### src/rtl/expression_tokenizer_pkg.sv
// Shared constants for the expression tokenizer: FSM states, the ASCII set the
// parser pipeline agrees on, and the character classifier.
package expression_tokenizer_pkg;

  typedef enum logic [1:0] {
    S_IDLE     = 2'd0,
    S_NUM      = 2'd1,
    S_EMIT_NUM = 2'd2,
    S_EMIT_OP  = 2'd3
  } state_e;

  typedef enum logic [1:0] {
    C_DIGIT   = 2'd0,
    C_OP      = 2'd1,
    C_WS      = 2'd2,
    C_INVALID = 2'd3
  } char_class_e;

  // Operator codes must match what the converter and calculator compare against.
  localparam logic [7:0] CH_PLUS   = 8'h2B;
  localparam logic [7:0] CH_MINUS  = 8'h2D;
  localparam logic [7:0] CH_STAR   = 8'h2A;
  localparam logic [7:0] CH_SLASH  = 8'h2F;
  localparam logic [7:0] CH_LPAREN = 8'h28;
  localparam logic [7:0] CH_RPAREN = 8'h29;
  localparam logic [7:0] CH_EQUALS = 8'h3D;
  localparam logic [7:0] CH_ZERO   = 8'h30;
  localparam logic [7:0] CH_NINE   = 8'h39;
  localparam logic [7:0] CH_SPACE  = 8'h20;
  localparam logic [7:0] CH_TAB    = 8'h09;
  localparam logic [7:0] CH_LF     = 8'h0A;
  localparam logic [7:0] CH_CR     = 8'h0D;

  function automatic char_class_e classify(input logic [7:0] c);
    char_class_e cls;
    if ((c >= CH_ZERO) && (c <= CH_NINE)) begin
      cls = C_DIGIT;
    end else begin
      case (c)
        CH_PLUS, CH_MINUS, CH_STAR, CH_SLASH,
        CH_LPAREN, CH_RPAREN, CH_EQUALS: cls = C_OP;
        CH_SPACE, CH_TAB, CH_LF, CH_CR:  cls = C_WS;
        default:                         cls = C_INVALID;
      endcase
    end
    return cls;
  endfunction

endpackage

### src/rtl/expression_tokenizer_decimal_accumulator.sv
// Combinational decimal digit folding: next = acc*10 + digit, saturating to
// all-ones with an overflow flag when the result exceeds DATA_WIDTH bits.
module decimal_accumulator #(
  parameter int DATA_WIDTH = 32
) (
  input  logic [DATA_WIDTH-1:0] i_acc,
  input  logic [3:0]            i_digit,
  output logic [DATA_WIDTH-1:0] o_acc,
  output logic                  o_ovf
);

  logic [DATA_WIDTH+3:0] w_wide;
  logic [DATA_WIDTH+3:0] w_acc_ext;

  // acc*10 as (acc<<3)+(acc<<1); four headroom bits cover the worst case.
  always_comb begin
    w_acc_ext = {4'd0, i_acc};
    w_wide    = (w_acc_ext << 3) + (w_acc_ext << 1) + {{DATA_WIDTH{1'b0}}, i_digit};
    o_ovf     = |w_wide[DATA_WIDTH+3:DATA_WIDTH];
    if (o_ovf) begin
      o_acc = {DATA_WIDTH{1'b1}};
    end else begin
      o_acc = w_wide[DATA_WIDTH-1:0];
    end
  end

endmodule

### src/rtl/expression_tokenizer.sv
// ASCII-to-token front end: skips whitespace, folds digit runs into operands,
// forwards operators, and presents tokens on a stb/ack handshake.
module expression_tokenizer
  import expression_tokenizer_pkg::*;
#(
  parameter int DATA_WIDTH = 32
) (
  input  logic                  CLK,
  input  logic                  RST,
  input  logic                  char_stb,
  input  logic [7:0]            char_data,
  output logic                  char_ack,
  output logic                  output_stb,
  output logic [DATA_WIDTH-1:0] output_data,
  output logic                  is_output_operator,
  input  logic                  output_ack,
  output logic                  error
);

  state_e                r_state;
  logic [DATA_WIDTH-1:0] r_acc;
  logic [7:0]            r_op;
  logic                  r_op_pend;
  logic                  r_char_ack;
  logic                  r_output_stb;
  logic [DATA_WIDTH-1:0] r_output_data;
  logic                  r_is_op;
  logic                  r_error;

  state_e                w_state_nxt;
  logic [DATA_WIDTH-1:0] w_acc_nxt;
  logic [7:0]            w_op_nxt;
  logic                  w_op_pend_nxt;
  logic [DATA_WIDTH-1:0] w_data_nxt;
  logic                  w_is_op_nxt;
  logic                  w_error_nxt;
  logic                  w_accept;
  logic                  w_handshake;
  char_class_e           w_class;
  logic [DATA_WIDTH-1:0] w_acc_sum;
  logic                  w_acc_ovf;
  logic [DATA_WIDTH-1:0] w_op_token;
  logic [DATA_WIDTH-1:0] w_char_token;

  decimal_accumulator #(.DATA_WIDTH(DATA_WIDTH)) u_acc (
    .i_acc   (r_acc),
    .i_digit (char_data[3:0]),
    .o_acc   (w_acc_sum),
    .o_ovf   (w_acc_ovf)
  );

  assign w_accept     = char_stb && r_char_ack;
  assign w_handshake  = r_output_stb && output_ack;
  assign w_class      = classify(char_data);
  assign w_op_token   = {{(DATA_WIDTH-8){1'b0}}, r_op};
  assign w_char_token = {{(DATA_WIDTH-8){1'b0}}, char_data};

  // Next-state and next-output decode; the token payload is loaded on the
  // edge that enters an EMIT state so it is already stable while presented.
  always_comb begin
    w_state_nxt   = r_state;
    w_acc_nxt     = r_acc;
    w_op_nxt      = r_op;
    w_op_pend_nxt = r_op_pend;
    w_data_nxt    = r_output_data;
    w_is_op_nxt   = r_is_op;
    w_error_nxt   = r_error;
    case (r_state)
      S_IDLE: begin
        if (w_accept) begin
          case (w_class)
            C_DIGIT: begin
              w_acc_nxt   = {{(DATA_WIDTH-4){1'b0}}, char_data[3:0]};
              w_state_nxt = S_NUM;
            end
            C_OP: begin
              w_op_nxt    = char_data;
              w_data_nxt  = w_char_token;
              w_is_op_nxt = 1'b1;
              w_state_nxt = S_EMIT_OP;
            end
            C_WS:    w_state_nxt = S_IDLE;
            default: w_error_nxt = 1'b1;
          endcase
        end else begin
          w_state_nxt = S_IDLE;
        end
      end
      S_NUM: begin
        if (w_accept) begin
          case (w_class)
            C_DIGIT: begin
              w_acc_nxt   = w_acc_sum;
              w_error_nxt = r_error | w_acc_ovf;
            end
            C_OP: begin
              w_op_nxt      = char_data;
              w_op_pend_nxt = 1'b1;
              w_data_nxt    = r_acc;
              w_is_op_nxt   = 1'b0;
              w_state_nxt   = S_EMIT_NUM;
            end
            C_WS: begin
              w_op_pend_nxt = 1'b0;
              w_data_nxt    = r_acc;
              w_is_op_nxt   = 1'b0;
              w_state_nxt   = S_EMIT_NUM;
            end
            default: begin
              w_error_nxt   = 1'b1;
              w_op_pend_nxt = 1'b0;
              w_data_nxt    = r_acc;
              w_is_op_nxt   = 1'b0;
              w_state_nxt   = S_EMIT_NUM;
            end
          endcase
        end else begin
          w_state_nxt = S_NUM;
        end
      end
      S_EMIT_NUM: begin
        if (w_handshake && r_op_pend) begin
          w_data_nxt    = w_op_token;
          w_is_op_nxt   = 1'b1;
          w_op_pend_nxt = 1'b0;
          w_state_nxt   = S_EMIT_OP;
        end else if (w_handshake) begin
          w_state_nxt = S_IDLE;
        end else begin
          w_state_nxt = S_EMIT_NUM;
        end
      end
      S_EMIT_OP: begin
        if (w_handshake) begin
          w_state_nxt = S_IDLE;
        end else begin
          w_state_nxt = S_EMIT_OP;
        end
      end
      default: w_state_nxt = S_IDLE;
    endcase
  end

  // State, datapath and registered handshake outputs.
  always_ff @(posedge CLK or negedge RST) begin
    if (!RST) begin
      r_state       <= S_IDLE;
      r_acc         <= {DATA_WIDTH{1'b0}};
      r_op          <= 8'd0;
      r_op_pend     <= 1'b0;
      r_char_ack    <= 1'b1;
      r_output_stb  <= 1'b0;
      r_output_data <= {DATA_WIDTH{1'b0}};
      r_is_op       <= 1'b0;
      r_error       <= 1'b0;
    end else begin
      r_state       <= w_state_nxt;
      r_acc         <= w_acc_nxt;
      r_op          <= w_op_nxt;
      r_op_pend     <= w_op_pend_nxt;
      r_char_ack    <= (w_state_nxt == S_IDLE) || (w_state_nxt == S_NUM);
      r_output_stb  <= (w_state_nxt == S_EMIT_NUM) || (w_state_nxt == S_EMIT_OP);
      r_output_data <= w_data_nxt;
      r_is_op       <= w_is_op_nxt;
      r_error       <= w_error_nxt;
    end
  end

  assign char_ack           = r_char_ack;
  assign output_stb         = r_output_stb;
  assign output_data        = r_output_data;
  assign is_output_operator = r_is_op;
  assign error              = r_error;

endmodule

### config.mk
export PLATFORM = sky130hd
export DESIGN_NAME = expression_tokenizer
export DESIGN_NICKNAME = d
export VERILOG_FILES = /design/src/rtl/expression_tokenizer_pkg.sv /design/src/rtl/expression_tokenizer_decimal_accumulator.sv /design/src/rtl/expression_tokenizer.sv
export SDC_FILE = /design/constraint.sdc
export NUM_CORES = 1
export LEC_CHECK = 0
export ABC_AREA = 1
export BUFFER_PORTS_ARGS = -buffer_cell sky130_fd_sc_hd__buf_2
export CAP_MARGIN = 15
export CORE_UTILIZATION = 50
export CTS_CLUSTER_DIAMETER = 60
export DETAILED_ROUTE_END_ITERATION = 10
export PLACE_DENSITY = 0.68
export SLEW_MARGIN = 10
export SYNTH_ARGS = -nofsm -noshare
export SYNTH_HDL_FRONTEND = slang
export SYNTH_SLANG_ARGS = --single-unit
### constraint.sdc
create_clock -name CLK -period 5.4 [get_ports CLK]
set_input_delay 0.81 -clock CLK [delete_from_list [all_inputs] [get_ports CLK]]
set_output_delay 0.81 -clock CLK [all_outputs]
set_load 0.05 [all_outputs]
### Word level (Yosys, flattened, before mapping)

Cells that the tools add are included.

| operators by class | value |
|---|---|
| add/subtract/negate cells | 2 |
| $mul | 0 |
| div/mod/pow operators | 0 |
| $lt $le $gt $ge | 2 |
| eq/ne operators | 28 |
| shifts and indexed selects | 0 |
| muxes and demuxes | 37 |
| bitwise gates (word level) | 1 |
| reduce and logical (&&, ||, !) cells | 23 |

Operators by type and width:

| cell | count |
|---|---|
| 32-bit two-way mux | 10 |
| 32-bit one-hot mux with 3 select lines | 1 |
| 8-bit by 6-bit == test with 1-bit output (second input constant) | 8 |
| 32-bit one-hot mux with 2 select lines | 1 |
| 35-bit by 33-bit adder with 36-bit output | 1 |
| 36-bit by 4-bit adder with 36-bit output | 1 |
| 8-bit by 4-bit == test with 1-bit output (second input constant) | 3 |
| 2-bit inequality test (second input constant) | 8 |
| 2-bit two-way mux | 7 |
| 2-bit == test (second input constant) | 5 |
| 1-bit two-way mux | 10 |
| 5-bit AND reduction | 2 |
| 8-bit by 6-bit greater-or-equal comparator with 1-bit output (second input constant) | 1 |
| 8-bit by 6-bit less-or-equal comparator with 1-bit output (second input constant) | 1 |
| 1-bit one-hot mux with 2 select lines | 4 |
| 2-bit one-hot mux with 4 select lines | 1 |
| 4-bit OR reduction | 2 |
| 7-bit OR reduction | 1 |
| 2-bit by 1-bit == test with 1-bit output (second input constant) | 3 |
| 2-bit logical NOT | 3 |
| 2-bit one-hot mux with 3 select lines | 1 |
| 6-bit AND reduction | 1 |
| 1-bit logical AND | 4 |
| 2-bit one-hot mux with 2 select lines | 1 |
| other kinds (10) | 13 |

| word-level totals | value |
|---|---|
| register bits | 79 |
| latch bits | 0 |
| memory bits (writable) | 0 |
| ROM bits | 0 |
| input port bits | 12 |
| output and inout bits | 36 |
| word-level logic and storage cells | 102 |
| memories kept | 0 |

### Longest topological paths before layout

Gate-level depths: netlist of the first run.

| logic depth | value |
|---|---|
| depth in word-level cells | 10 |
| mapped depth | 20 |
| gate-level depth less buffers | 19 |

### By module

From an unflattened synthesis of the first run, not the netlist that was laid out.

| second synthesis, totals | value |
|---|---|
| cell total of the unflattened synthesis | 1070 |
| area, all modules | 7319.5 µm² |

By module, submodules not included:

| module | times used | cells an instance | area an instance (µm²) | sequential area each (µm²) |
|---|---|---|---|---|
| expression_tokenizer | 1 | 495 | 3928.8 | 1953.1 |
| decimal_accumulator | 1 | 575 | 3390.8 | 0.0 |

### Worst setup path before layout of the first run

Ideal clock, no wire load.

| timing | value |
|---|---|
| path type | input port to flip-flop |
| start | in char_data[3] |
| end | reg r_acc[11] |
| library setup time | 0.120 ns |
| data arrival time | 3.097 ns |
| data required time | 5.280 ns |
| slack | 2.183 ns |
| stages on the path | 18 |
| path buffers | 1 |
| cells stage by stage | fa_1 > inv_1 > fa_1 > inv_1 > nand2_1 > nand2_1 > nand3_1 > nand2_1 > nand2_1 > nand2_2 > nand2_2 > nand3_2 > nand2_1 > nor2_2 > nand2_4 > buf_6 > o21ai_1 > nand2_1 |

| between the ends | value |
|---|---|
| cells in the longest elaborated chain, start to end | 7 |
| elaborated cells between the ends (all ways) | 28 |
| those cells by class | 1 x add/sub; 2 x order compare; 13 x eq/ne; 6 x mux; 6 x reduce/logical |

RTL lines:

| item | RTL line | source |
|---|---|---|
| from (decl) | expression_tokenizer.sv:11 | `input logic [7:0] char_data,` |
| branches (longest 7 deep; another with 36-bit by 4-bit adder with 36-bit output) | n/a |  |
| to (signal assigned) | expression_tokenizer.sv:148 | `r_acc <= {DATA_WIDTH{1'b0}};` |
| to (signal assigned) | expression_tokenizer.sv:158 | `r_acc <= w_acc_nxt;` |
| to (decl) | expression_tokenizer.sv:21 | `logic [DATA_WIDTH-1:0] r_acc;` |

Parallel ways; which one is timed is not known. The select of a mux whose other input is x is not followed.
A chain may end at the register's enable or synchronous reset.

### Final worst setup path of the first run

| timing | value |
|---|---|
| start | in char_data[3] |
| end | reg r_acc[24] |

Same word-level chain as after synthesis.

==> summary.md, run 1 <==
| Metric | Value |
|---|---|
| Result of the run | `finished, final reports clean` |
| Number of cells upsized or downsized after cts | `0` |
| Global-route wire length before repair | `25910 um` |
| Total Routing Usage GR | `25.64%` |
| Total gr overflow | `0` |
| Initial Utilization | `51.49%` |
| Sequential area share after synthesis | `31.85%` |
| Post-layout net count | `997` |
| Routed length per placed instance | `14.11 um` |
| Clock root buffer | `clkbuf_16` |
| Final period demand of the worst path | `3.417 ns` |
| Number of nets produced by synthesis | `954` |
| Dominant register cell in the synthesized netlist | `dfrtp_1` |
| Post-synth EDFFs | `0` |
| Area of the mapped netlist | `0.006211 mm^2` |
| Number of buffers inserted for hold repair after clock tree synthesis | `0` |
| Die height | `113.5 um` |
| Growth of design area from synthesis to finish | `11.02%` |
| Die Footprint | `0.01287 mm^2` |
| TritonCTS clock tree | `done` |
| Vias in the first global route | `5219` |
| Count of fill cells added during filler insertion | `1163` |
| Syn Inst Count | `870` |
| Multi-input gate area | `0.003725 mm^2` |
| Antenna violations before repair | `0` |
| Total Routed Length | `15300 um` |
| Instance area at placement | `0.006598 mm^2` |
| Routed vias/inst | `5.212` |
| Number of buffer cells added on primary ports | `47` |
| Post-DRT Antenna Nets | `0` |
| Deepest level of the CTS H-tree | `3` |
| Sort of element at the start of the critical path | `primary input` |
| Clock insertion delay at the later pin of the skew report | `0.34 ns` |
| Setup violation total in the final timing report | `0` |
| Summed area of non-filler cells in the final layout | `0.006895 mm^2` |
| Largest net degree at the start of global routing | `80` |
| Clk buf depth | `2` |
| Final hold vios | `0` |
| Storage element area | `0.001978 mm^2` |
| Number of DRC markers after the initial detailed-route iteration | `509` |
| Summed negative setup slack over all endpoints | `0 ns` |
| Clock slew at the register clock pins of the worst setup and hold paths | `0.06 ns` |
| Final RePlAce weighted congestion | `0.9217` |
| Slew at the pin closest to its max-slew limit | `0.9926 ns` |
| Async set-reset flop share out of synthesis | `100.0%` |
| Area of the core | `0.01206 mm^2` |
| Number of clock sinks | `79` |
| Slew Viols, Final | `0` |
| Fmax | `292.6 MHz` |
| Die Wd | `113.5 um` |
| Worst relative slew slack | `33.75%` |
| Crit path max fanout | `26` |
| Sort of element at the end of the critical path | `register` |
| Share of layout cells above drive strength 1 | `10.25%` |
| First-pass DRT Iterations | `5` |
| Post-DP HPWL | `12120 um` |
| Num rows | `40` |
| WP data required | `5.62 ns` |
| Count of synthesis-stage warnings from yosys | `0` |
| Number of distinct library cells after synthesis | `41` |
| Part of the cycle the worst path needs | `63.29%` |
| Setup clock skew after layout | `0.005619 ns` |
| Post-detailed-route DRC marker count | `0` |
| Register bit total from synthesis | `79` |
| Peak ir drop on the vdd network | `0.1455 mV` |
| Hold/Removal Path Class | `reg -> reg` |
| I/O pin cnt | `48` |
| Setup repair bufs after CTS | `0` |
| Max-Cap Viols | `0` |
| Unrepaired setup endpoints after global routing | `false` |
| Worst Path Arrival | `3.63 ns` |
| TritonCTS Buffers | `9` |
| Via count | `5655` |
| LEAKAGE | `0.004150 uW` |
| Setup Crit Path Kind | `in -> reg` |
| Syn Area/Cell | `7.139 um^2` |
| Count of inserted antenna diode cells | `0` |
| Power per standard cell area | `220.4 mW/mm^2` |
final timing paths:
kind	from	to	slack, ns	cells after the start
max	char_data[3]	r_acc[24]	1.98	18
min	output_data[1]	output_data[1]	0.47	2
max reg2reg	r_acc[0]	r_acc[24]	2.16	17
min reg2reg	output_data[1]	output_data[1]	0.47	2
max in group asynchronous	RST	output_data[26]	4.12	1
min in group asynchronous	RST	output_data[6]	0.62	1
logic make-up after synthesis:
group	synth area share [%]
compound gates	13.13
xor+xnor	3.243
fa+ha+maj	14.75
buf+inv	8.219
flops	31.85
mux	0.1612
simple gates	28.65
registers in the layout (all words and copies together) (netlist names):
| name | cells |
|---|---|
| output_data | 32 |
| r_acc | 32 |
| r_op | 8 |
| r_state | 2 |
| char_ack | 1 |
| error | 1 |
| is_output_operator | 1 |
| output_stb | 1 |
| r_op_pend | 1 |
cell usage in the layout (no fill, tap or decap), types with 5 or more instances in the layout:
master	netlist	final
xnor2_1	7	7
nand2_2	9	9
a21oi_1	32	32
o21ai_0	40	40
nor2_2	4	5
o21ai_2	7	7
nand2_1	297	297
nor2_1	58	57
o21bai_1	5	5
nor3_1	13	13
inv_1	113	113
buf_2	3	46
clkbuf_16	0	9
o21ai_1	13	13
dfrtp_1	78	78
a22o_1	23	23
xor2_1	16	16
nand3_1	38	38
ha_1	70	70
cell usage after synthesis, types with 11 or more instances:
library cell	number	area, um^2
nand2_1	297	1115
inv_1	113	424.2
dfrtp_1	78	1952
ha_1	70	875.8
nor2_1	58	217.7
o21ai_0	40	200.2
nand3_1	38	190.2
a21oi_1	32	160.2
a22o_1	23	201.4
xor2_1	16	140.1
nor3_1	13	65.06
o21ai_1	13	65.06
clkbuf_1	11	41.29
through the flow:
stage / setup WS (ns) / power [uW] / utilization, % / hold slack, ns / cells
after global placement: 1.720 / 924.9 / 54.70 / 0.4600 / 1070
after CTS: 1.960 / 1531 / 57.17 / 0.4826 / 1085
after global routing: 1.743 / 1586 / 57.17 / 0.5039 / 1085
final: 1.983 / 1520 / 57.17 / 0.4742 / 1085
after floorplan: 2.183 / 858.5 / - / 0.4534 / 870
after detailed placement: 1.650 / 928.6 / 54.70 / 0.4681 / 1070
worst max-delay path: stages:
cell,delay (ns)
buf_2,0.14
fa_1,0.57
inv_1,0.07
fa_1,0.45
inv_1,0.07
nand2_1,0.04
nand2_1,0.11
nand3_1,0.10
nand2_2,0.11
nand2_1,0.07
nand2_2,0.10
nand2_2,0.06
nand3_1,0.07
nand2_1,0.08
nor2_2,0.18
nand2_4,0.24
o21ai_0,0.27
nand2_1,0.08
final cells by class:
class | instances | share of cell area [%]
inverters | 113 | 6.151
well taps | 168 | 3.048
repair buffers | 50 | 3.774
multi-input cells | 660 | 54.02
clock buffers | 10 | 3.466
clock inverters | 5 | 0.8528
flip-flops and latches | 79 | 28.69
where the power goes:
group	internal, uW	switching (uW)	leakage [uW]	total, uW
Clock	368	236	0.000141	603
Sequential	641	26.9	0.00106	668
Combinational	63.2	186	0.00294	249
Total	1070	448	0.00415	1520
layer usage:
metal	up-vias	wire, um	GRT usage (%)
met2	137	6246	37.14
met3	24	655	3.507
met5	-	0	0
met4	0	292	8.772
li1	2898	-	-
met1	2596	8110	38.98
Power figures use the tool's default switching activity.
==> run 2, diff against run 1 <==
Settings changed: PLACE_DENSITY 0.68 to 0.71.
Clock period 5.4 ns to 2.97 ns, I/O delays scaled along.
==> run 2 against run 1 <==
  * Clock skew increased by 0.00057 ns
  * Core utilization is 3.7 points higher
  * Global-route usage grew 0.20 points
  * Critical path type is now reg -> reg
  * Largest power group unchanged
==> summary.md, run 2 (same netlist as run 1, synthesis figures left out) <==
| Metric | Value |
|---|---|
| Total Routing Usage GR | `25.84%` |
| Peak ir drop on the vdd network | `0.3016 mV` |
| CP max stage delay | `0.58 ns` |
| TritonCTS clock tree | `done` |
| Final critical-path setup slack | `0.1280 ns` |
| Number of DRC markers after the initial detailed-route iteration | `441` |
| Via count | `5877` |
| Final RePlAce weighted congestion | `0.9453` |
| Max-Cap Viols | `0` |
| Layout Utilization | `60.87%` |
| Cell total after placement | `1101` |
| Bufs and invs on worst path | `4` |
| Vias in the first global route | `5313` |
| Sort of element at the start of the critical path | `register` |
| Clock slew at the register clock pins of the worst setup and hold paths | `0.06 ns` |
| Critical path cell sequence | `fa_1 > inv_1 > fa_2 > inv_2 > nand2_2 > nand2_2 > nand3_1 > nand2_1 > nand2_1 > nand2_2 > nand2_2 > nand3_2 > nand2_2 > nor2_4 > buf_12 > buf_6 > nand3_2 > nand2_1 > o21ai_0` |
| Post-layout net count | `1035` |
| Final period demand of the worst path | `2.842 ns` |
| Slew Viols, Final | `0` |
| Number of buffers inserted for hold repair after clock tree synthesis | `0` |
| Routed length per placed instance | `14.71 um` |
| Final Total Pwr | `2693 uW` |
| Multi-input gate area | `0.003904 mm^2` |
| Setup Crit Path Kind | `reg -> reg` |
| Antenna violations before repair | `0` |
| Clock insertion delay at the later pin of the skew report | `0.34 ns` |
| Final cell count without fillers | `1124` |
| Most frequent cells in the layout | `289 x nand2_1, 112 x inv_1, 78 x dfrtp_1` |
| Sort of element at the end of the critical path | `register` |
| Share of layout cells above drive strength 1 | `16.63%` |
| Setup clock skew after layout | `0.006188 ns` |
| Die height | `113.5 um` |
| Routed vias/inst | `5.229` |
| Worst-path cell with the longest stage delay | `fa_1` |
| Total gr overflow | `0` |
| Global-route wire length before repair | `26160 um` |
| TritonCTS Buffers | `9` |
| Num rows | `40` |
| WP data required | `3.18 ns` |
| Power per standard cell area | `366.8 mW/mm^2` |
| Deepest level of the CTS H-tree | `3` |
| Initial Utilization | `51.49%` |
| Final hold vios | `0` |
| Slew at the pin closest to its max-slew limit | `0.9815 ns` |
| Clk buf depth | `2` |
| Area of the core | `0.01206 mm^2` |
| Cell occurring most often along the worst timing path | `nand2_2` |
| Worst Path Arrival | `3.06 ns` |
| Leading cell type in the layout, fill and taps excluded | `nand2_1` |
| Total Routed Length | `16530 um` |
| Part of the cycle the worst path needs | `95.69%` |
| Setup slack after placement | `-0.2454 ns` |
| Die Footprint | `0.01287 mm^2` |
| Number of clock sinks | `79` |
| Post-detailed-route DRC marker count | `0` |
| Largest net degree at the start of global routing | `80` |
| First-pass DRT Iterations | `5` |
| LEAKAGE | `0.004393 uW` |
| Fmax | `351.9 MHz` |
| Growth of design area from synthesis to finish | `18.21%` |
| I/O pin cnt | `48` |
| Count of fill cells added during filler insertion | `1110` |
| Post-DP HPWL | `12460 um` |
| Hold/Removal Path Class | `in -> async` |
| Post-DRT Antenna Nets | `0` |
| Clock root buffer | `clkbuf_16` |
| Worst relative slew slack | `34.57%` |
| Number of buffer cells added on primary ports | `47` |
| Count of inserted antenna diode cells | `0` |
| Kind of cell with the highest combined delay on the critical path | `adder cells` |
| Final hold slack | `0.2713 ns` |
| Setup violation total in the final timing report | `0` |
| Storage element area | `0.001978 mm^2` |
| Result of the run | `finished, final reports clean` |
| Crit path max fanout | `5` |
| Die Wd | `113.5 um` |
[run 2: cell count changes in the layout (fill, tap and decap cells not counted), sizes merged]
cell	delta
clkinv	+1
nand2	+3
clkinvlp	+1
bufinv	-1
buf	+35
[run 2: layout make-up]
class	instances	share of cell area, %
Clock inverter	6	0.5112
Timing Repair Buffer	85	7.618
Sequential cell	79	26.94
Clock buffer	10	3.119
Tap cell	168	2.863
Inverter	113	5.777
Multi-Input combinational cell	663	53.17
[run 2: metal layers]
layer	vias up	track usage (%)	part of all wire, %
met5	-	0	0
met4	0	6.140	1.2
met3	18	3.135	4.8
met2	158	39.22	44
met1	2722	39.08	50
li1	2979	-	-
[run 2: worst paths after layout]
| path | from | to | slack, ns | cells past startpoint |
|---|---|---|---|---|
| worst max-delay path | r_acc[0] | r_acc[20] | 0.13 | 19 |
| worst max register to register | r_acc[0] | r_acc[20] | 0.13 | 19 |
| worst min register to register | output_data[0] | output_data[0] | 0.47 | 2 |
| min in group CLK | char_data[7] | r_op[7] | 0.40 | 3 |
| worst min-delay path | RST | output_data[7] | 0.27 | 1 |
| max in group asynchronous | RST | output_data[13] | 2.07 | 1 |
[run 2: through the flow]
| stage | instance area, um^2 | setup TNS (ns) |
|---|---|---|
| final | 7342 | 0 |
| after global routing | 7342 | -0.1263 |
| after CTS | 7123 | 0 |
| after detailed placement | 6843 | -6.050 |
| after global placement | 6843 | -5.301 |
| after floorplan | 6211 | 0 |
[run 2: power by group]
group | internal, uW | switching (uW) | leakage (uW) | total, uW
clock network | 561 | 433 | 0.000124 | 993
registers | 1170 | 46.7 | 0.00106 | 1210
logic | 136 | 352 | 0.00320 | 488
[run 2: timing repair]
action                     4_1_cts  5_1_grt
cloned                           0        3
setup endpoints to repair       29       33
gates resized for setup          2       38
buffers inserted                 0        4
pin swaps                        0        9
